## config.mk

```make
export PLATFORM = sky130hd
export DESIGN_NAME = branch_resolve_ctrl
export DESIGN_NICKNAME = d
export VERILOG_FILES = /design/src/rtl/branch_resolve_ctrl.sv
export SDC_FILE = /design/constraint.sdc
export NUM_CORES = 1
export LEC_CHECK = 0
export BUFFER_PORTS_ARGS = -buffer_cell sky130_fd_sc_hd__buf_2
export CORE_MARGIN = 5
export CORE_UTILIZATION = 31
export DETAILED_ROUTE_END_ITERATION = 10
export GPL_TIMING_DRIVEN = 1
export PLACE_DENSITY = 0.51
export SLEW_MARGIN = 20
export SYNTH_ARGS = -nofsm -noshare
export SYNTH_HDL_FRONTEND = slang
export SYNTH_SLANG_ARGS = --single-unit
export TNS_END_PERCENT = 20
```

## constraint.sdc

```tcl
create_clock -name clk -period 5 [get_ports clk]
set_input_delay 0.5 -clock clk [delete_from_list [all_inputs] [get_ports clk]]
set_output_delay 0.5 -clock clk [all_outputs]
set_load 0.02 [all_outputs]
```

## src/rtl/branch_resolve_ctrl.sv

```systemverilog
// rtl/branch_resolve_ctrl.sv - multi-cycle branch/jump resolution sharing one adder
// A request runs compare and target passes through the same adder, then waits for fetch to take it.
module branch_resolve_ctrl #(
  parameter int WIDTH = 16,
  parameter int CNT_W = 16
) (
  input  logic             clk,
  input  logic             rst,
  input  logic             req_valid,
  output logic             req_ready,
  input  logic [1:0]       req_op,
  input  logic [WIDTH-1:0] rs_val,
  input  logic [WIDTH-1:0] rt_val,
  input  logic [WIDTH-1:0] pc_plus1,
  input  logic [WIDTH-1:0] imm,
  output logic             resp_valid,
  input  logic             resp_ready,
  output logic             taken,
  output logic [WIDTH-1:0] target,
  output logic             err,
  output logic             flush,
  output logic             busy,
  output logic [CNT_W-1:0] taken_cnt
);

  typedef enum logic [1:0] {
    S_IDLE = 2'd0,
    S_CMP  = 2'd1,
    S_TGT  = 2'd2,
    S_RESP = 2'd3
  } state_t;

  localparam logic [1:0] OP_BEQ = 2'b00;
  localparam logic [1:0] OP_BNE = 2'b01;
  localparam logic [1:0] OP_J   = 2'b10;

  state_t           state_q, state_d;
  logic [1:0]       op_q, op_d;
  logic [WIDTH-1:0] rs_q, rs_d;
  logic [WIDTH-1:0] rt_q, rt_d;
  logic [WIDTH-1:0] pc_q, pc_d;
  logic [WIDTH-1:0] imm_q, imm_d;
  logic             taken_q, taken_d;
  logic [WIDTH-1:0] target_q, target_d;
  logic             err_q, err_d;
  logic             flush_q, flush_d;
  logic [CNT_W-1:0] cnt_q, cnt_d;

  logic             accept;
  logic             resp_hs;
  logic [WIDTH-1:0] add_a;
  logic [WIDTH-1:0] add_b;
  logic             add_cin;
  logic [WIDTH-1:0] add_sum;
  logic             eq;
  logic             cond;

  assign accept  = req_valid && (state_q == S_IDLE);
  assign resp_hs = resp_ready && (state_q == S_RESP);

  // The only adder: rs - rt during CMP, pc_plus1 + imm otherwise.
  always_comb begin
    add_a   = pc_q;
    add_b   = imm_q;
    add_cin = 1'b0;
    if (state_q == S_CMP) begin
      add_a   = rs_q;
      add_b   = ~rt_q;
      add_cin = 1'b1;
    end
  end

  assign add_sum = add_a + add_b + WIDTH'(add_cin);
  assign eq      = (add_sum == '0);
  assign cond    = (op_q == OP_BEQ) ? eq : !eq;

  always_ff @(posedge clk) begin
    if (rst) begin
      state_q <= S_IDLE;
    end else begin
      state_q <= state_d;
    end
  end

  always_comb begin
    state_d = state_q;
    case (state_q)
      S_IDLE: begin
        if (accept) begin
          case (req_op)
            OP_BEQ, OP_BNE: state_d = S_CMP;
            OP_J:           state_d = S_TGT;
            default:        state_d = S_RESP;
          endcase
        end
      end
      S_CMP:   state_d = cond ? S_TGT : S_RESP;
      S_TGT:   state_d = S_RESP;
      S_RESP:  state_d = resp_ready ? S_IDLE : S_RESP;
      default: state_d = S_IDLE;
    endcase
  end

  always_comb begin
    req_ready  = (state_q == S_IDLE);
    resp_valid = (state_q == S_RESP);
    busy       = (state_q != S_IDLE);
    taken      = (state_q == S_RESP) && taken_q;
    err        = (state_q == S_RESP) && err_q;
    target     = (state_q == S_RESP) ? target_q : '0;
    flush      = flush_q;
    taken_cnt  = cnt_q;
  end

  always_comb begin
    op_d     = op_q;
    rs_d     = rs_q;
    rt_d     = rt_q;
    pc_d     = pc_q;
    imm_d    = imm_q;
    taken_d  = taken_q;
    target_d = target_q;
    err_d    = err_q;
    if (accept) begin
      op_d     = req_op;
      rs_d     = rs_val;
      rt_d     = rt_val;
      pc_d     = pc_plus1;
      imm_d    = imm;
      taken_d  = 1'b0;
      target_d = '0;
      err_d    = (req_op == 2'b11);
    end
    if (state_q == S_CMP && !cond) begin
      taken_d  = 1'b0;
      target_d = '0;
    end
    if (state_q == S_TGT) begin
      taken_d  = 1'b1;
      target_d = (op_q == OP_J) ? imm_q : add_sum;
    end
  end

  // Flush and the counter both follow a taken handshake by one edge.
  always_comb begin
    flush_d = resp_hs && taken_q;
    cnt_d   = cnt_q;
    if (resp_hs && taken_q && (cnt_q != {CNT_W{1'b1}})) begin
      cnt_d = cnt_q + CNT_W'(1);
    end
  end

  always_ff @(posedge clk) begin
    if (rst) begin
      op_q     <= '0;
      rs_q     <= '0;
      rt_q     <= '0;
      pc_q     <= '0;
      imm_q    <= '0;
      taken_q  <= 1'b0;
      target_q <= '0;
      err_q    <= 1'b0;
      flush_q  <= 1'b0;
      cnt_q    <= '0;
    end else begin
      op_q     <= op_d;
      rs_q     <= rs_d;
      rt_q     <= rt_d;
      pc_q     <= pc_d;
      imm_q    <= imm_d;
      taken_q  <= taken_d;
      target_q <= target_d;
      err_q    <= err_d;
      flush_q  <= flush_d;
      cnt_q    <= cnt_d;
    end
  end

endmodule

```

-- Word-level counts from Yosys, hierarchy flattened
Cells that the tools add are included.
- add/subtract/negate cells: 3
- equal/unequal tests: 9
- mux-type cells: 17
- bitwise gates (word level): 1
- reductions and logical operators: 16
- operator list (cell ; number):
    $mux W16 ; 7
    $add A16 B1 Y16 ; 1
    $add A16 B1 Y16 const B ; 1
    $add A16 B16 Y16 ; 1
    $logic_not A16 Y1 ; 1
    $ne A16 B16 Y1 const B ; 1
    $not A16 Y16 ; 1
    $eq A2 B2 Y1 const B ; 5
    $pmux W2 S4 ; 1
    $logic_and A1 B1 Y1 ; 7
    $logic_not A2 Y1 ; 3
    $mux W1 ; 6
    $eq A2 B1 Y1 const B ; 2
    $mux W2 ; 2
    $pmux W2 S2 ; 1
    $reduce_bool A3 Y1 ; 1
    $logic_not A1 Y1 ; 2
    $ne A2 B1 Y1 const B ; 1
    $reduce_bool A2 Y1 ; 1
    $reduce_or A2 Y1 ; 1
- flip-flop bits (word level): 103
- input port bits: 70
- output and inout port bits: 38
- logic and storage cells: 57

-- Depth between registers and ports, before layout
Gate-level depths: netlist of the first run.
- depth in word-level cells: 11
- gate-level depth with buffers: 18
- mapped depth without buffers: 14

-- Least setup slack after synthesis of the first run
No wires, ideal clock.
- path kind: register to register
- from: reg state_q[1]
- to: reg target_q[10]
- setup time: 0.131 ns
- arrival time: 3.899 ns
- data required time: 4.869 ns
- path slack: 0.970 ns
- stages on the path, launching flop included: 18
- buffers on the path: 4
- path through: dfxtp_1 > nand2b_1 > clkbuf_1 > clkbuf_1 > a21oi_1 > fa_1 > fa_1 > nand2b_1 > a211o_1 > a21oi_1 > o21ai_0 > a211oi_1 > nand4_1 > mux2i_1 > a31o_1 > buf_6 > buf_12 > o2bb2ai_2
- cells in the longest elaborated chain, start to end: 11
- elaborated cells between the ends (all ways): 18
- RTL lines (what ; line ; source):
    start: declaration ; 37 ; state_t state_q, state_d;
    start signal: assignment ; 81 ; state_q <= state_d;
    $eq A2 B1 Y1 ; 66, 134 ;
    $mux W16 ; 66 ; if (state_q == S_CMP) begin
    $add A16 B16 Y16 ; 73 ; assign add_sum = add_a + add_b + WIDTH'(add_cin);
    $add A16 B1 Y16 ; 73 ;
    $logic_not A16 Y1 ; 74 ; assign eq = (add_sum == '0);
    $logic_not A1 Y1 ; 75 ; assign cond = (op_q == OP_BEQ) ? eq : !eq;
    $mux W1 ; 75 ;
    $logic_not A1 Y1 ; 134 ; if (state_q == S_CMP && !cond) begin
    $logic_and A1 B1 Y1 ; 134 ;
    $mux W16 ; 134 ;
    $mux W16 ; 138 ; if (state_q == S_TGT) begin
    end signal: assignment ; 172 ; target_q <= target_d;
    end: declaration ; 44 ; logic [WIDTH-1:0] target_q, target_d;
Parallel ways exist; a longest one is shown, timed or not.
A chain may end at the register's enable or synchronous reset.

-- Worst setup path after layout of the first run
- from: reg state_q[1]
- to: reg taken_q
- cells in the longest elaborated chain, start to end: 11
- elaborated cells between the ends (all ways): 17
- RTL lines (what ; line ; source):
    $eq A2 B1 Y1 ; 66, 134 ;
    $mux W16 ; 66 ;
    $add A16 B16 Y16 ; 73 ;
    $add A16 B1 Y16 ; 73 ;
    $logic_not A16 Y1 ; 74 ;
    $logic_not A1 Y1 ; 75 ;
    $mux W1 ; 75 ;
    $logic_not A1 Y1 ; 134 ;
    $logic_and A1 B1 Y1 ; 134 ;
    $mux W1 ; 134 ;
    $mux W1 ; 138 ;
    end signal: assignment ; 171 ; taken_q <= taken_d;
    end: declaration ; 43 ; logic taken_q, taken_d;
Parallel ways exist; a longest one is shown, timed or not.

==> results of run 1 <==
-- metal layers --
| layer | GRT usage, % | vias up | part of all wire (%) |
|---|---|---|---|
| met5 | 0 | - | 0 |
| met4 | 4.44 | 0 | 1.2 |
| met3 | 2.71 | 10 | 3.7 |
| met2 | 25.6 | 78 | 48 |
| met1 | 20.3 | 2213 | 47 |
| li1 | - | 2458 | - |
-- state kept, by name, summed over array words and instances (netlist names) --
signal / cells
err_q: 1
flush: 1
imm_q: 16
op_q: 2
pc_q: 16
rs_q: 16
rt_q: 16
state_q: 2
taken_cnt: 16
taken_q: 1
target_q: 16
-- cell families (layout without fill, tap and decap cells) --
kind of cell / Yosys count / in the layout / share of synthesized area (%)
compound gates: 173 / 173 / 21.1
flops: 103 / 103 / 38.9
xor+xnor: 22 / 22 / 3.64
simple gates: 275 / 275 / 23.1
buf+inv: 53 / 136 / 4.23
fa+ha+maj: 17 / 17 / 4.30
mux: 23 / 23 / 4.68
-- tightest hold or removal path, stage by stage --
cell	delay, ns
buf_2	0.10
nand2_1	0.04
a21oi_1	0.05
-- cells in the mapped netlist, types with 3 or more instances --
master     count
dfxtp_1      103
nor2b_1        6
nand2_1      165
o2bb2ai_1      6
o2bb2ai_2     10
xnor2_1        8
o21a_1         3
nand2b_1       4
xor2_1        14
and3_1        22
or3_1          7
o21ai_0       28
ha_1          15
a21o_2         3
buf_1          3
inv_1          8
a21oi_1       97
nand3_1       10
nor2_1        32
and2_1         5
clkbuf_1      39
mux2i_1        9
o211ai_1       3
nand4_1        8
and4_1         4
nor3_1         6
mux2_2        14
-- worst paths after layout --
| check | cells past startpoint | end | from |
|---|---|---|---|
| setup / recovery | 14 | taken_q | state_q[1] |
| hold / removal | 3 | rt_q[8] | rt_val[8] |
| setup reg to reg | 14 | taken_q | state_q[1] |
| hold reg to reg | 2 | rs_q[7] | rs_q[7] |
-- cell type report --
cell class              count  share of cell area [%]
repair buffers            112                    9.33
well taps                 220                    4.39
multi-input cells         510                    48.1
flip-flops and latches    103                    32.9
inverters                   8                   0.478
clock buffers               9                    3.59
clock inverters             7                    1.26
-- power by group through the flow --
| stage | sequential (µW) | combinational (µW) | clock [µW] |
|---|---|---|---|
| after floorplan | 908 | 356 | 0 |
| after global routing | 906 | 544 | 770 |
| after detailed placement | 920 | 488 | 0 |
| after CTS | 901 | 491 | 733 |
| final | 900 | 488 | 714 |
| after global placement | 920 | 482 | 0 |
-- stage by stage --
| stage | area [µm²] | hold WS, ns |
|---|---|---|
| global placement | 5970 | 0.443 |
| finish | 6280 | 0.385 |
| global route | 6280 | 0.377 |
| floorplan | 5300 | 0.424 |
| CTS | 6270 | 0.377 |
| detailed placement | 5970 | 0.446 |
-- cells in the final DEF (no fill, tap or decap), types with 10 or more instances in the layout --
cell	instances
a21oi_1	97
and3_1	22
buf_2	107
dfxtp_1	103
ha_1	15
mux2_2	14
nand2_1	164
nand3_1	10
nor2_1	32
o21ai_0	28
o2bb2ai_2	10
xor2_1	14
==> results.md, run 1 <==
- Synth Area per Inst: 7.95 µm²
- Pin count of the biggest net entering global routing: 72
- DRT iter0 DRCs: 237
- Initial Util: 31.8%
- Clk sink count: 103
- Initial antenna violation count: 0
- Final min period: 4.24 ns
- Total Routing Usage GR: 15.3%
- Design Power: 2100 µW
- Mapped Area: 5300 µm²
- First-pass GRT wire length: 24,500 µm
- Setup TNS Final: 0 ns
- Area of the multi-input gates: 3020 µm²
- Combinational share of power: 23.2%
- CP delay by family, top: compound AO/OA/AOI/OAI gates
- Reg2Reg Setup Slack: 0.76 ns
- Worst-Margin Slew: 0.778 ns
- Resize count post-CTS: 0
- Die Y: 141 µm
- DRC viols: 0
- Leakage: 0.00264 µW
- Post-synth EDFFs: 0
- Peak VDD IR: 164 µV
- Area occupied by registers: 2060 µm²
- Core area: 16,600 µm²
- Critical path's largest stage delay: 0.67 ns
- Worst Setup Start Kind: flop
- CTS H-tree depth: 3
- RSZ-0062 raised after global routing: no
- Vias per Instance: 4.91
- Worst EP required: 5.29 ns
- Root buffer cell: clkbuf_16
- Synth Instances: 666
- CTS tree: done
- Max transition margin: 48.1%
- # setup viols final: 0
- Crit path cell chain: nand2b_1 > buf_12 > mux2i_1 > fa_1 > fa_1 > nand2b_1 > a21oi_1 > xnor2_1 > o2111ai_1 > nor4b_1 > nand4_1 > mux2i_1 > a31o_1 > a22o_1
- Asr flop ratio synth: 0%
- Switching share of total power: 31.3%
- Synth Warn #: 0
- Critical Path AT: 4.53 ns
- Share of cells above drive strength 1: 21.9%
- Final slew viol count: 0
- Clock share of power: 34.0%
- CTS Buffer Depth: 2
- Hold_buf cts: 0
- Final WL: 15,000 µm
- Port bufs: 107
- Net Switching: 658 µW
- Min-delay worst type: input port to flop
- Detail Placement HPWL: 11,500 µm
- Fmax: 236 MHz
- Max-cap violations: 0
- Non-filler instance count after layout: 969
- IO Pins: 108
- Status: completed
- Placed insts: 953
- Synth top area share: 38.9%
- Num CTS Buffers: 9
- N_diodes: 0
- Sequential share of power: 42.8%
- Die Width: 141 µm
- CP max stage cell: a31o_1
- WL per Instance: 15.5 µm
- Setup bufs post-CTS: 0
- Global route total overflow: 0
- Synthesized flop and latch total: 103
- Via count: 4,759
- Period utilisation layout: 84.8%
- Layout fillers: 1,765
- Power density cells: 335 nW/µm²
- Vias in the first global route: 4,736
- Final Skew: 0.0100 ns
- Worst setup margin: 0.761 ns
- Worst Setup End Kind: flop
- Count of cell types in the netlist: 55
- Crit Path Class: flop to flop
- Worst-skew pair later-pin latency: 0.35 ns
- P_int: 1440 µW
- Drt pass-1 iters: 4
- DP Worst Slack: 0.758 ns
- Post-synth top flop: dfxtp_1
- Synth area leader: dfxtp_1
- Final core occ: 37.7%
- Hold Violations, Final: 0
- ANT nets after route: 0
- Synthesized Nets: 753
- FP Rows: 47
- Worst-path clk slew: 0.07 ns
- Layout Nets: 831
- Die ar.: 19,800 µm²
- Register area share after synthesis: 38.9%
- Buf/Inv on CP: 1
- Area Growth Syn to Fin: 18.5%
- GPL Wtd Cong: 0.857
- Area contributors post-synth: dfxtp_1 (39%), nand2_1 (12%), a21oi_1 (9.2%), ha_1 (3.5%), mux2_2 (3.0%)
- Critical Path Fanout Max: 49
Note: power is estimated with default switching activity, not from simulation.
==> run 2, diff against run 1 <==
--- a/config.mk
+++ b/config.mk
@@ -10,7 +10,7 @@
 export CORE_UTILIZATION = 31
 export DETAILED_ROUTE_END_ITERATION = 10
 export GPL_TIMING_DRIVEN = 1
-export PLACE_DENSITY = 0.51
+export PLACE_DENSITY = 0.53
 export SLEW_MARGIN = 20
 export SYNTH_ARGS = -nofsm -noshare
 export SYNTH_HDL_FRONTEND = slang
==> constraint.sdc (replaced) <==
create_clock -name clk -period 3.8 [get_ports clk]
set_input_delay 0.38 -clock clk [delete_from_list [all_inputs] [get_ports clk]]
set_output_delay 0.38 -clock clk [all_outputs]
set_load 0.02 [all_outputs]
==> results.md, run 2 (synthesis gave the netlist of run 1 again) <==
- First-pass GRT wire length: 24,200 µm (-1.2%)
- Share of cells above drive strength 1: 25.4% (+3.5 points)
- Power density cells: 438 nW/µm² (+31%)
- FP Rows: 47 (unchanged)
- Worst EP required: 4.04 ns (-1.25 ns)
- Final Cell Area: 6520 µm² (+3.9%)
- Crit path cell chain: nand2b_4 > buf_8 > mux2_2 > ha_1 > and2_4 > a221oi_4 > and3_4 > o2111ai_1 > nor4b_2 > nand4_1 > mux2i_1 > a31o_1 > buf_12 > a22o_1
- Final min period: 3.61 ns (-0.630 ns)
- WL per Instance: 15.6 µm (+0.65%)
- Die Width: 141 µm (unchanged)
- Status: completed
- Initial antenna violation count: 0 (unchanged)
- Critical path's largest stage delay: 0.40 ns (-0.27 ns)
- Critical Path AT: 3.85 ns (-0.68 ns)
- Global route total overflow: 0 (unchanged)
- CTS H-tree depth: 3 (unchanged)
- Peak VDD IR: 227 µV (+38%)
- Final WL: 15,500 µm (+2.7%)
- Fmax: 277 MHz (+17%)
- CP delay by family, top: simple AND/OR/NAND/NOR gates
- Vias per Instance: 4.87 (-0.75%)
- CTS tree: done
- Layout Nets: 851 (+2.4%)
- Core area: 16,600 µm² (unchanged)
- Drt pass-1 iters: 5 (+1)
- IO Pins: 108 (unchanged)
- Layout fillers: 1,788 (+1.3%)
- GPL Wtd Cong: 0.871 (+1.7%)
- Min-delay worst type: input port to flop
- N_diodes: 0 (unchanged)
- Total Routing Usage GR: 15.2% (-0.15 points)
- DRC viols: 0 (unchanged)
- Detail Placement HPWL: 11,700 µm (+1.9%)
- Worst Setup Start Kind: flop
- Worst-skew pair later-pin latency: 0.35 ns (about the same)
- Crit Path Class: flop to flop
- Worst Setup End Kind: flop
- Max transition margin: 50.3% (+2.2 points)
- Cell Area, Placed: 6110 µm² (+2.3%)
- Combinational share of power: 25.7% (+2.5 points)
- Setup TNS Final: 0 ns (unchanged)
- Commonest non-fill, non-tap cells in the layout: nand2_1 (164), buf_2 (107), dfxtp_1 (102)
- CTS Buffer Depth: 2 (unchanged)
- Die Y: 141 µm (unchanged)
- Leading cell type in the layout, fill and taps excluded: nand2_1
- Critical Path Fanout Max: 17 (-65%)
- RSZ-0062 raised after global routing: no
- Initial Util: 31.8% (unchanged)
- P_int: 1980 µW (+37%)
- Via count: 4,821 (+1.3%)
- CP max stage cell: a221oi_4
- Sequential share of power: 41.7% (-1.1 points)
- ANT nets after route: 0 (unchanged)
- # setup viols final: 0 (unchanged)
- Worst-path clk slew: 0.07 ns (about the same)
- Die ar.: 19,800 µm² (unchanged)
- Pin count of the biggest net entering global routing: 68 (-5.6%)
- Final Skew: 0.00732 ns (-0.00273 ns)
- Buf/Inv on CP: 2 (+1)
- Clk sink count: 103 (unchanged)
- Port bufs: 107 (unchanged)
- Root buffer cell: clkbuf_16
- Num CTS Buffers: 9 (unchanged)
- DRT iter0 DRCs: 223 (-5.9%)
- Clock share of power: 32.6% (-1.4 points)
- Leakage: 0.00276 µW (+4.5%)
- Net Switching: 875 µW (+33%)
- Max-cap violations: 0 (unchanged)
- Switching share of total power: 30.6% (-0.70 points)
- Final slew viol count: 0 (unchanged)
- Area Growth Syn to Fin: 23.1%
- Hold Violations, Final: 0 (unchanged)
- Period utilisation layout: 95.0% (+10 points)
- Worst-Margin Slew: 0.744 ns (-0.0347 ns)
- Vias in the first global route: 4,708 (-0.59%)
[run 2: power by group through the flow]
stage	Sequential (µW)	Combinational, µW	Clock (µW)
after floorplan	1190	470	0
after global placement	1210	698	0
after detailed placement	1210	701	0
after CTS	1190	705	962
after global routing	1200	815	998
final	1190	734	932
[run 2: final cells by class]
cell class,count,area (µm²),share of cell area (%)
Clock inverter,5,56.3,0.864
Multi-Input combinational cell,511,3090,47.3
Inverter,8,30.0,0.461
Sequential cell,103,2060,31.7
Tap cell,220,275,4.22
Timing Repair Buffer,131,766,11.7
Clock buffer,11,243,3.72
[run 2: timing repair]
item,in CTS,in global routing
pin swaps,0,5
endpoints found under the setup margin,1,18
buffers inserted,0,1
hold buffers,0,0
gates cloned,0,2
resized for setup,1,15
[run 2: routing by layer]
| metal | global-route usage, % | wire length (µm) | up-vias |
|---|---|---|---|
| met2 | 25.1 | 7190 | 99 |
| met1 | 20.3 | 7440 | 2213 |
| li1 | - | - | 2500 |
| met3 | 3.56 | 654 | 9 |
| met5 | 0 | 0 | - |
| met4 | 3.21 | 166 | 0 |
[run 2: per-stage QoR]
step           cells  worst slack, ns  power, µW  hold WS (ns)  util [%]
5_1_grt          989         0.000597       3010         0.264      39.2
2_1_floorplan    666           0.0333       1670         0.424         -
3_3_place_gp     970            0.110       1910         0.447      36.7
3_5_place_dp     970           0.0141       1910         0.445      36.7
4_1_cts          986           0.0440       2860         0.257      38.5
6_report         989            0.192       2860         0.269      39.2
[run 2: path summary, 6_finish.rpt]
check,from,to,slack [ns],cells after the start
setup / recovery,state_q[1],taken_q,0.19,14
hold reg to reg,pc_q[9],pc_q[9],0.46,2
setup reg to reg,state_q[1],taken_q,0.19,14
hold / removal,rs_val[1],rs_q[1],0.27,3
[run 2: tightest hold or removal path: stages]
cell and delay [ns]:
buf_2 0.10, nand2_1 0.04, a21oi_1 0.05
